==> src/rtl/barrel_pkg.sv <==
// Shared encodings for the pipelined barrel shifter: operation modes and shift directions.
package barrel_pkg;

  localparam logic [1:0] MODE_ROT  = 2'b00;
  localparam logic [1:0] MODE_LSH  = 2'b01;
  localparam logic [1:0] MODE_ASH  = 2'b10;
  localparam logic [1:0] MODE_PASS = 2'b11;

  localparam logic DIR_RIGHT = 1'b0;
  localparam logic DIR_LEFT  = 1'b1;

endpackage

==> src/rtl/barrel_pipe_stage.sv <==
// One barrel-shifter pipeline stage: conditional shift/rotate by SHIFT bits,
// beat register and valid/ready handshake.
module barrel_pipe_stage
  import barrel_pkg::*;
#(
  parameter int unsigned WIDTH = 16,
  parameter int unsigned SHIFT = 1
) (
  input  logic                       clk_i,
  input  logic                       rst_ni,
  input  logic                       valid_i,
  output logic                       ready_o,
  input  logic [WIDTH-1:0]           data_i,
  input  logic [$clog2(WIDTH)-1:0]   amt_i,
  input  logic                       dir_i,
  input  logic [1:0]                 mode_i,
  input  logic                       fill_i,
  output logic                       valid_o,
  input  logic                       ready_i,
  output logic [WIDTH-1:0]           data_o,
  output logic [$clog2(WIDTH)-1:0]   amt_o,
  output logic                       dir_o,
  output logic [1:0]                 mode_o,
  output logic                       fill_o,
  output logic                       zero_o
);

  localparam int unsigned AmtW   = $clog2(WIDTH);
  localparam int unsigned AmtBit = $clog2(SHIFT);

  logic             valid_q, valid_d;
  logic [WIDTH-1:0] data_q, data_d;
  logic [AmtW-1:0]  amt_q, amt_d;
  logic             dir_q, dir_d;
  logic [1:0]       mode_q, mode_d;
  logic             fill_q, fill_d;
  logic             zero_q, zero_d;
  logic [WIDTH-1:0] shifted;
  logic             load;

  always_comb begin
    shifted = data_i;
    if (amt_i[AmtBit] && (mode_i != MODE_PASS)) begin
      if (dir_i == DIR_LEFT) begin
        if (mode_i == MODE_ROT) begin
          shifted = {data_i[WIDTH-SHIFT-1:0], data_i[WIDTH-1:WIDTH-SHIFT]};
        end else begin
          shifted = {data_i[WIDTH-SHIFT-1:0], {SHIFT{1'b0}}};
        end
      end else begin
        if (mode_i == MODE_ROT) begin
          shifted = {data_i[SHIFT-1:0], data_i[WIDTH-1:SHIFT]};
        end else begin
          // fill_i is already 0 for logical shifts, the operand MSB for arithmetic
          shifted = {{SHIFT{fill_i}}, data_i[WIDTH-1:SHIFT]};
        end
      end
    end
  end

  assign ready_o = !valid_q || ready_i;
  // Only real beats are captured, so idle X inputs never reach the register
  assign load    = ready_o && valid_i;

  always_comb begin
    valid_d = ready_o ? valid_i : valid_q;
    data_d  = data_q;
    amt_d   = amt_q;
    dir_d   = dir_q;
    mode_d  = mode_q;
    fill_d  = fill_q;
    zero_d  = zero_q;
    if (load) begin
      data_d = shifted;
      amt_d  = amt_i;
      dir_d  = dir_i;
      mode_d = mode_i;
      fill_d = fill_i;
      zero_d = (shifted == '0);
    end
  end

  always_ff @(posedge clk_i or negedge rst_ni) begin
    if (!rst_ni) begin
      valid_q <= 1'b0;
      data_q  <= '0;
      amt_q   <= '0;
      dir_q   <= 1'b0;
      mode_q  <= 2'b00;
      fill_q  <= 1'b0;
      zero_q  <= 1'b0;
    end else begin
      valid_q <= valid_d;
      data_q  <= data_d;
      amt_q   <= amt_d;
      dir_q   <= dir_d;
      mode_q  <= mode_d;
      fill_q  <= fill_d;
      zero_q  <= zero_d;
    end
  end

  assign valid_o = valid_q;
  assign data_o  = data_q;
  assign amt_o   = amt_q;
  assign dir_o   = dir_q;
  assign mode_o  = mode_q;
  assign fill_o  = fill_q;
  assign zero_o  = zero_q;

endmodule

==> src/rtl/pipelined_barrel_shifter.sv <==
// Fully pipelined barrel shifter: one registered stage per shift-amount bit,
// rotate / logical / arithmetic / pass modes, valid/ready on both sides.
module pipelined_barrel_shifter
  import barrel_pkg::*;
#(
  parameter int unsigned WIDTH = 16,
  localparam int unsigned AMT_W = $clog2(WIDTH)
) (
  input  logic             clk,
  input  logic             reset_n,
  input  logic             in_valid,
  output logic             in_ready,
  input  logic [WIDTH-1:0] in_data,
  input  logic [AMT_W-1:0] in_amt,
  input  logic             in_dir,
  input  logic [1:0]       in_mode,
  output logic             out_valid,
  input  logic             out_ready,
  output logic [WIDTH-1:0] out_data,
  output logic             out_zero
);

  logic entry_fill;

  assign entry_fill = (in_mode == MODE_ASH) && (in_dir == DIR_RIGHT) && in_data[WIDTH-1];

  for (genvar k = 0; k < AMT_W; k++) begin : g_stage
    logic             valid_in, fill_in, dir_in, ready_in;
    logic [WIDTH-1:0] data_in;
    logic [AMT_W-1:0] amt_in;
    logic [1:0]       mode_in;

    logic             valid_w, ready_w, dir_w, fill_w, zero_w;
    logic [WIDTH-1:0] data_w;
    logic [AMT_W-1:0] amt_w;
    logic [1:0]       mode_w;

    if (k == 0) begin : g_head
      assign valid_in = in_valid;
      assign data_in  = in_data;
      assign amt_in   = in_amt;
      assign dir_in   = in_dir;
      assign mode_in  = in_mode;
      assign fill_in  = entry_fill;
    end else begin : g_body
      assign valid_in = g_stage[k-1].valid_w;
      assign data_in  = g_stage[k-1].data_w;
      assign amt_in   = g_stage[k-1].amt_w;
      assign dir_in   = g_stage[k-1].dir_w;
      assign mode_in  = g_stage[k-1].mode_w;
      assign fill_in  = g_stage[k-1].fill_w;
    end

    if (k == AMT_W - 1) begin : g_tail
      logic             unused_tail;
      assign ready_in    = out_ready;
      assign out_valid   = valid_w;
      assign out_data    = data_w;
      assign out_zero    = zero_w;
      assign unused_tail = ^{amt_w, dir_w, mode_w, fill_w};
    end else begin : g_mid
      logic unused_zero;
      assign ready_in    = g_stage[k+1].ready_w;
      assign unused_zero = zero_w;
    end

    barrel_pipe_stage #(
      .WIDTH (WIDTH),
      .SHIFT (2 ** k)
    ) u_stage (
      .clk_i   (clk),
      .rst_ni  (reset_n),
      .valid_i (valid_in),
      .ready_o (ready_w),
      .data_i  (data_in),
      .amt_i   (amt_in),
      .dir_i   (dir_in),
      .mode_i  (mode_in),
      .fill_i  (fill_in),
      .valid_o (valid_w),
      .ready_i (ready_in),
      .data_o  (data_w),
      .amt_o   (amt_w),
      .dir_o   (dir_w),
      .mode_o  (mode_w),
      .fill_o  (fill_w),
      .zero_o  (zero_w)
    );
  end

  assign in_ready = g_stage[0].ready_w;

endmodule

==> config.mk <==
export PLATFORM = sky130hd
export DESIGN_NAME = pipelined_barrel_shifter
export DESIGN_NICKNAME = d
export VERILOG_FILES = /design/src/rtl/barrel_pkg.sv /design/src/rtl/barrel_pipe_stage.sv /design/src/rtl/pipelined_barrel_shifter.sv
export SDC_FILE = /design/constraint.sdc
export NUM_CORES = 1
export LEC_CHECK = 0
export BUFFER_PORTS_ARGS = -buffer_cell sky130_fd_sc_hd__buf_2
export CAP_MARGIN = 5
export CORE_UTILIZATION = 35
export DETAILED_ROUTE_END_ITERATION = 8
export GPL_ROUTABILITY_DRIVEN = 1
export PLACE_DENSITY = 0.52
export SYNTH_ARGS = -nofsm -noshare
export SYNTH_HDL_FRONTEND = slang
export SYNTH_SLANG_ARGS = --single-unit
==> constraint.sdc <==
create_clock -name clk -period 1.8 [get_ports clk]
set_input_delay 0.18 -clock clk [delete_from_list [all_inputs] [get_ports clk]]
set_output_delay 0.18 -clock clk [all_outputs]
set_load 0.03 [all_outputs]
==> impl_metrics.json, run 1 <==
{
  "synth_top_area_cell": "dfrtp_1",
  "grt_overflow": 0,
  "yosysMostFrequentCell": "nand2_1",
  "seq_area_frac_synth": 0.4665,
  "holdWs_ps": 43.65,
  "syn-cell-area_mm2": 0.004667,
  "drt_pass1_iterations": 4,
  "coreArea_mm2": 0.01282,
  "post_route_cells_drive_above_1_share": 0.1866,
  "synth-seq-cells": 87,
  "period_share": 0.9665,
  "rows": 41,
  "worst-slew-pin-transition_ps": 631.9,
  "nFillCells": 1305,
  "cts_tree": "done",
  "synth_cells": 522,
  "antenna_found_initial": 0,
  "p_leak_nw": 2.513,
  "root_buffer": "clkbuf_16",
  "outcome": "finished clean",
  "period_minus_slack_ps": 1740,
  "power.density_mw_per_mm2": 1552,
  "hpwl_um": 8507,
  "wl_per_cell_um": 14.68,
  "setup_viol": 0,
  "nNetsFinal": 606,
  "clockBufferDepth": 2,
  "synth-edff-count": 0,
  "drc": 0,
  "grt_pass1_wl_um": 18980,
  "grt_max_degree": 50,
  "dieArea_mm2": 0.01380,
  "ios": 46,
  "routed_wl_um": 11100,
  "die_w_um": 117.5,
  "slew_viol_final": 0,
  "cp-start-kind": "register",
  "worstSetupPathType": "reg2reg",
  "hold_path.class": "in2reg",
  "syn-num-nets": 549,
  "numClockSinks": 87,
  "synth_warnings": 0,
  "synth_cell_types": 45,
  "ys.flop_type": "dfrtp_1",
  "synth_commonest_cells": "nand2_1 (111), dfrtp_1 (87), o21ai_0 (65)",
  "vias": 3874,
  "arrival_ps": 2000,
  "initial_utilization": 0.3639,
  "vias_per_cell": 5.124,
  "final_hold_viol_count": 0,
  "worstSkewPairLatency_ps": 340,
  "ir_worst_vdd_mv": 0.5314,
  "grt_pass1_vias": 3673,
  "fmax_mhz": 574.8,
  "max-cap-violations": 0,
  "synth_top_area_share": 0.4665,
  "cts_buffers": 9,
  "critPathMaxFanout": 2,
  "n_antenna_cell": 0,
  "h-tree-depth": 3,
  "place_congestion": 0.8077,
  "relSlewSlack": 0.5787,
  "port_buffers": 45,
  "die_y_um": 117.5,
  "fin_util": 0.4376,
  "area_delta_synth_final_pct": 20.24,
  "track_usage": 0.1730,
  "clkSlewWorstSetupHoldPaths_ps": 60,
  "syn_area_per_cell_um2": 8.941,
  "skew_ps": 5.943,
  "cp-end-kind": "register",
  "p_total_w": 0.008708,
  "worstPathRequired_ps": 2060,
  "async_reset_ff_frac": 1.000,
  "rsz0062_at_grt": "yes",
  "antenna_violating_nets_post_route": 0,
  "synth_area_leaders": "dfrtp_1 (47%), nand2_1 (8.9%), mux2i_1 (8.8%)",
  "drt_iter0_markers": 146
}
## stage by stage
stage | setup TNS, ps | std cells | worst slack, ps | instance area [µm²]
3_3_place_gp | 0 | 738 | 53.06 | 5266
5_1_grt | -18.60 | 756 | -18.60 | 5612
2_1_floorplan | 0 | 522 | 7.962 | 4684
6_report | 0 | 756 | 60.35 | 5612
4_1_cts | 0 | 755 | 14.63 | 5592
3_5_place_dp | 0 | 738 | 35.82 | 5266
## layer usage
metal / share of wire / track usage / up-vias
li1: - / - / 1969
met1: 0.44 / 0.2122 / 1828
met2: 0.51 / 0.2981 / 65
met3: 0.027 / 0.02907 / 12
met4: 0.019 / 0.07692 / 0
met5: 0 / 0 / -
## state kept, by name, indices dropped and copies added (netlist names)
| signal | cells |
|---|---|
| g_stage.u_stage.amt_o | 6 |
| g_stage.u_stage.data_o | 64 |
| g_stage.u_stage.valid_o | 4 |
| g_stage.u_stage.fill_o | 3 |
| g_stage.u_stage.zero_o | 1 |
| g_stage.u_stage.dir_o | 3 |
| g_stage.u_stage.mode_o | 6 |
## power breakdown
group | switching [W] | total, W | internal (W)
logic | 0.00211 | 0.00357 | 0.00146
clock network | 0.000771 | 0.00199 | 0.00122
registers | 0.000560 | 0.00315 | 0.00259
## cell families (layout without fill, tap and decap cells)
kind of cell	after synthesis	in the layout	share of synthesized area
simple gates	170	170	0.1579
compound gates	166	166	0.2083
buf+inv	40	102	0.03646
xor+xnor	1	1	0.001877
flops	87	87	0.4665
mux	58	58	0.1290
## timing repair
action / 4_1_cts / 5_1_grt
resized for setup: 0 / 3
setup buffers: 0 / 1
endpoints found under the setup margin: 0 / 1
hold buffers: 1 / 0
hold endpoints to repair: 46 / 0
## layout make-up
class / count / area [µm²] / share of cell area
Clock buffer: 11 / 232.7 / 0.04147
Clock inverter: 5 / 82.58 / 0.01472
Inverter: 4 / 15.01 / 0.002676
Multi-Input combinational cell: 395 / 2342 / 0.4174
Sequential cell: 87 / 2178 / 0.3882
Tap cell: 172 / 215.2 / 0.03835
Timing Repair Buffer: 82 / 545.5 / 0.09721
## placed cells by master, fill, tap and decap left out, drive strengths merged, types with 4 or more instances in the layout
cell | synthesis | layout
clkbuf | 29 | 11
dfrtp | 87 | 87
a21o | 4 | 4
nand2 | 112 | 112
o21ai | 108 | 108
a311oi | 4 | 4
mux2i | 41 | 41
mux2 | 17 | 17
a21boi | 4 | 4
nand3 | 13 | 13
nand2b | 13 | 13
a221oi | 9 | 9
inv | 4 | 4
buf | 7 | 81
nor2 | 19 | 19
a21oi | 18 | 18
## worst max-delay path, stage by stage, from the launching register on
cell	delay, ps
dfrtp_1	380
or4_1	520
o221a_1	230
a221oi_2	190
nand4_1	150
o31ai_2	190
## final timing paths
check	slack (ps)	cells past startpoint	end	startpoint
setup / recovery	60	5	g_stage[3].u_stage.zero_o	g_stage[2].u_stage.data_o[3]
hold / removal	40	2	g_stage[0].u_stage.amt_o[3]	in_amt[3]
setup reg to reg	60	5	g_stage[3].u_stage.zero_o	g_stage[2].u_stage.data_o[3]
hold reg to reg	470	1	g_stage[3].u_stage.data_o[14]	g_stage[3].u_stage.data_o[14]
max in group asynchronous	820	3	g_stage[0].u_stage.data_o[15]	reset_n
min in group asynchronous	390	2	g_stage[3].u_stage.data_o[8]	reset_n
Note: power is estimated with default switching activity, not from simulation.
==> run 2, diff against run 1 <==
- ABC_AREA: not set -> 1
==> run 2 against run 1 <==
Non-clock buffer count is 21 lower. Register-to-register slack better by 220 ps. First-iteration DRC count is 52% higher. Combinational power is 15% lower. Cell count grew 9.1%. Largest cell class is now sequential cells. Routed wire length decreased by 3.7%. Global-route usage down 0.92 points. Critical path type unchanged. Sequential power decreased by 4%. Cell area down 3.3%. Critical endpoint unchanged. Worst setup slack gained 220 ps.
==> impl_metrics.json, run 2 <==
{
  "outcome": "finished clean",
  "period_minus_slack_ps": 1520,
  "setup_viol": 0,
  "nNetsFinal": 675,
  "synth_cell_types": 33,
  "antenna_found_initial": 0,
  "area_delta_synth_final_pct": 16.14,
  "coreArea_mm2": 0.01282,
  "grt_pass1_wl_um": 18330,
  "vias_per_cell": 4.772,
  "fin_tns_setup_ps": 0,
  "r2r_slack_ps": 280,
  "antenna_violating_nets_post_route": 0,
  "synth_top_area_cell": "dfrtp_1",
  "clkSlewWorstSetupHoldPaths_ps": 60,
  "wl_per_cell_um": 12.96,
  "drc": 0,
  "drt_pass1_iterations": 4,
  "syn-num-nets": 634,
  "ios": 46,
  "rows": 41,
  "pre_cts_ws_ps": 288.0,
  "port_buffers": 45,
  "synth_warnings": 0,
  "worstSkewPairLatency_ps": 340,
  "regToRegStartpoint": "g_stage[2].u_stage.mode_o[0]",
  "cp-start-kind": "register",
  "synth_top_area_share": 0.4657,
  "yosysMostFrequentCell": "nand2_1",
  "relSlewSlack": 0.7123,
  "postCtsHoldBufs": 1,
  "worstSetupPathType": "reg2reg",
  "grt_pass1_vias": 3758,
  "hpwl_um": 8157,
  "worstHoldPathCells": 3,
  "synth-edff-count": 0,
  "rsz0062_at_grt": "no",
  "track_usage": 0.1638,
  "min-delay-start": "in_valid",
  "post-cts-setup-buffers": 0,
  "hold_path.class": "in2reg",
  "grt_overflow": 0,
  "max-cap-violations": 0,
  "vias": 3937,
  "cp_slowest_cell": "dfrtp_1",
  "async_reset_ff_frac": 1.000,
  "h-tree-depth": 3,
  "ir_worst_vdd_mv": 0.5021,
  "fin_util": 0.4233,
  "worstPathRequired_ps": 2090,
  "arrival_ps": 1810,
  "synth_commonest_cells": "nand2_1 (161), dfrtp_1 (87), inv_1 (74), o21ai_0 (74), nor2_1 (38)",
  "die_w_um": 117.6,
  "hold-path-endpoint": "g_stage[0].u_stage.valid_o",
  "numClockSinks": 87,
  "slew_viol_final": 0,
  "cts_buffers": 9,
  "synth_area_leaders": "dfrtp_1 (47%), nand2_1 (13%), o21ai_0 (7.9%)",
  "p_total_w": 0.008112,
  "routed_wl_um": 10690,
  "die_y_um": 117.6,
  "cts_tree": "done",
  "mostFrequentLayoutCell": "nand2_1",
  "cts_resized": 0,
  "initial_utilization": 0.3645,
  "clockBufferDepth": 2,
  "n_antenna_cell": 0,
  "root_buffer": "clkbuf_16",
  "seq_area_frac_synth": 0.4657,
  "final_hold_viol_count": 0,
  "rr_endpoint": "g_stage[3].u_stage.zero_o",
  "synth_cells": 607,
  "grt_max_degree": 39,
  "cp-end-kind": "register",
  "period_share": 0.8445,
  "critPathMaxFanout": 10,
  "fmax_mhz": 657.8,
  "slowest_delay_ps": 400,
  "crit_family": "simple AND/OR/NAND/NOR gates",
  "worst-path-buf-inv": 1,
  "skew_ps": 13.64,
  "fin_cells": 825,
  "dp_cells": 808,
  "drt_iter0_markers": 222,
  "r2r_cells": 9,
  "ys.flop_type": "dfrtp_1",
  "layout_common_cells": "nand2_1 (161), dfrtp_1 (87), inv_1 (74), o21ai_0 (74), buf_2 (44)",
  "place_congestion": 0.8087,
  "cp_common_cell": "nand2_1",
  "p_leak_nw": 2.628,
  "largest_register_ffs": 64,
  "dieArea_mm2": 0.01382,
  "syn_area_per_cell_um2": 7.701,
  "setup_ws_ps": 279.9,
  "worst-slew-pin-transition_ps": 430.9,
  "synth-seq-cells": 87,
  "power.density_mw_per_mm2": 1494,
  "syn-cell-area_mm2": 0.004674,
  "post_route_cells_drive_above_1_share": 0.1470,
  "crit_chain": "nand2_1 > nand2_2 > inv_2 > nand2_1 > o21ai_0 > nand2_1 > nor2_1 > nand3_1 > nand2_1"
}
-- run 2: cell types whose count changed after synthesis, moves of 12 or more --
cell / before / now
o21ai_1: 43 / 22
nor2_1: 18 / 38
clkbuf_1: 29 / 11
nand2_1: 111 / 161
mux2_1: 12 / 0
mux2i_1: 41 / 0
inv_1: 4 / 74
nand2b_1: 13 / 0
o211ai_1: 0 / 26
-- run 2: final cells by class --
cell class	count	area [µm²]
inverter	80	300.3
sequential	87	2177
tap	172	215.2
clock inverter	4	76.32
fill	1364	7396
multi-input combinational	409	2016
timing repair buffer	61	387.9
clock buffer	12	256.5
-- run 2: through the flow --
step           hold WS [ps]  cell area [µm²]
2_1_floorplan        -115.6             4674
3_3_place_gp          66.99             5086
3_5_place_dp          67.75             5086
4_1_cts               36.70             5429
5_1_grt               52.13             5429
6_report              46.04             5429
-- run 2: where the power goes --
group / switching (W) / internal (W) / total [W]
sequential: 0.000419 / 0.00260 / 0.00301
combinational: 0.00204 / 0.000996 / 0.00304
clock: 0.000761 / 0.00130 / 0.00206
total: 0.00322 / 0.00489 / 0.00811
-- run 2: metal layers --
layer | share of wire | global-route usage | vias up
li1 | - | - | 2085
met1 | 0.48 | 0.2109 | 1764
met2 | 0.47 | 0.2718 | 70
met3 | 0.025 | 0.01890 | 18
met4 | 0.023 | 0.08333 | 0
met5 | 0 | 0 | -
-- run 2: cells by family after synthesis --
family                 share of synthesized area
and+or+nand+nor                           0.1943
AOI/OAI and AO/OA                         0.2369
DFF                                       0.4657
buffers and inverters                     0.1031
-- run 2: tightest hold or removal path, stage by stage --
cell	delay, ps
buf_2	70
inv_1	40
nand2_1	60
-- run 2: worst max path at each step --
stage,end,slack [ps],cells past startpoint,from
6_report,g_stage[3].u_stage.zero_o,280,9,g_stage[2].u_stage.mode_o[0]
5_1_grt,g_stage[3].u_stage.zero_o,100,11,g_stage[2].u_stage.mode_o[0]
4_1_cts,in_ready,260,6,g_stage[3].u_stage.valid_o
3_5_place_dp,g_stage[3].u_stage.zero_o,290,9,g_stage[2].u_stage.mode_o[0]
3_3_place_gp,g_stage[3].u_stage.zero_o,280,9,g_stage[2].u_stage.mode_o[0]
2_1_floorplan,g_stage[0].u_stage.data_o[7],320,9,g_stage[3].u_stage.valid_o
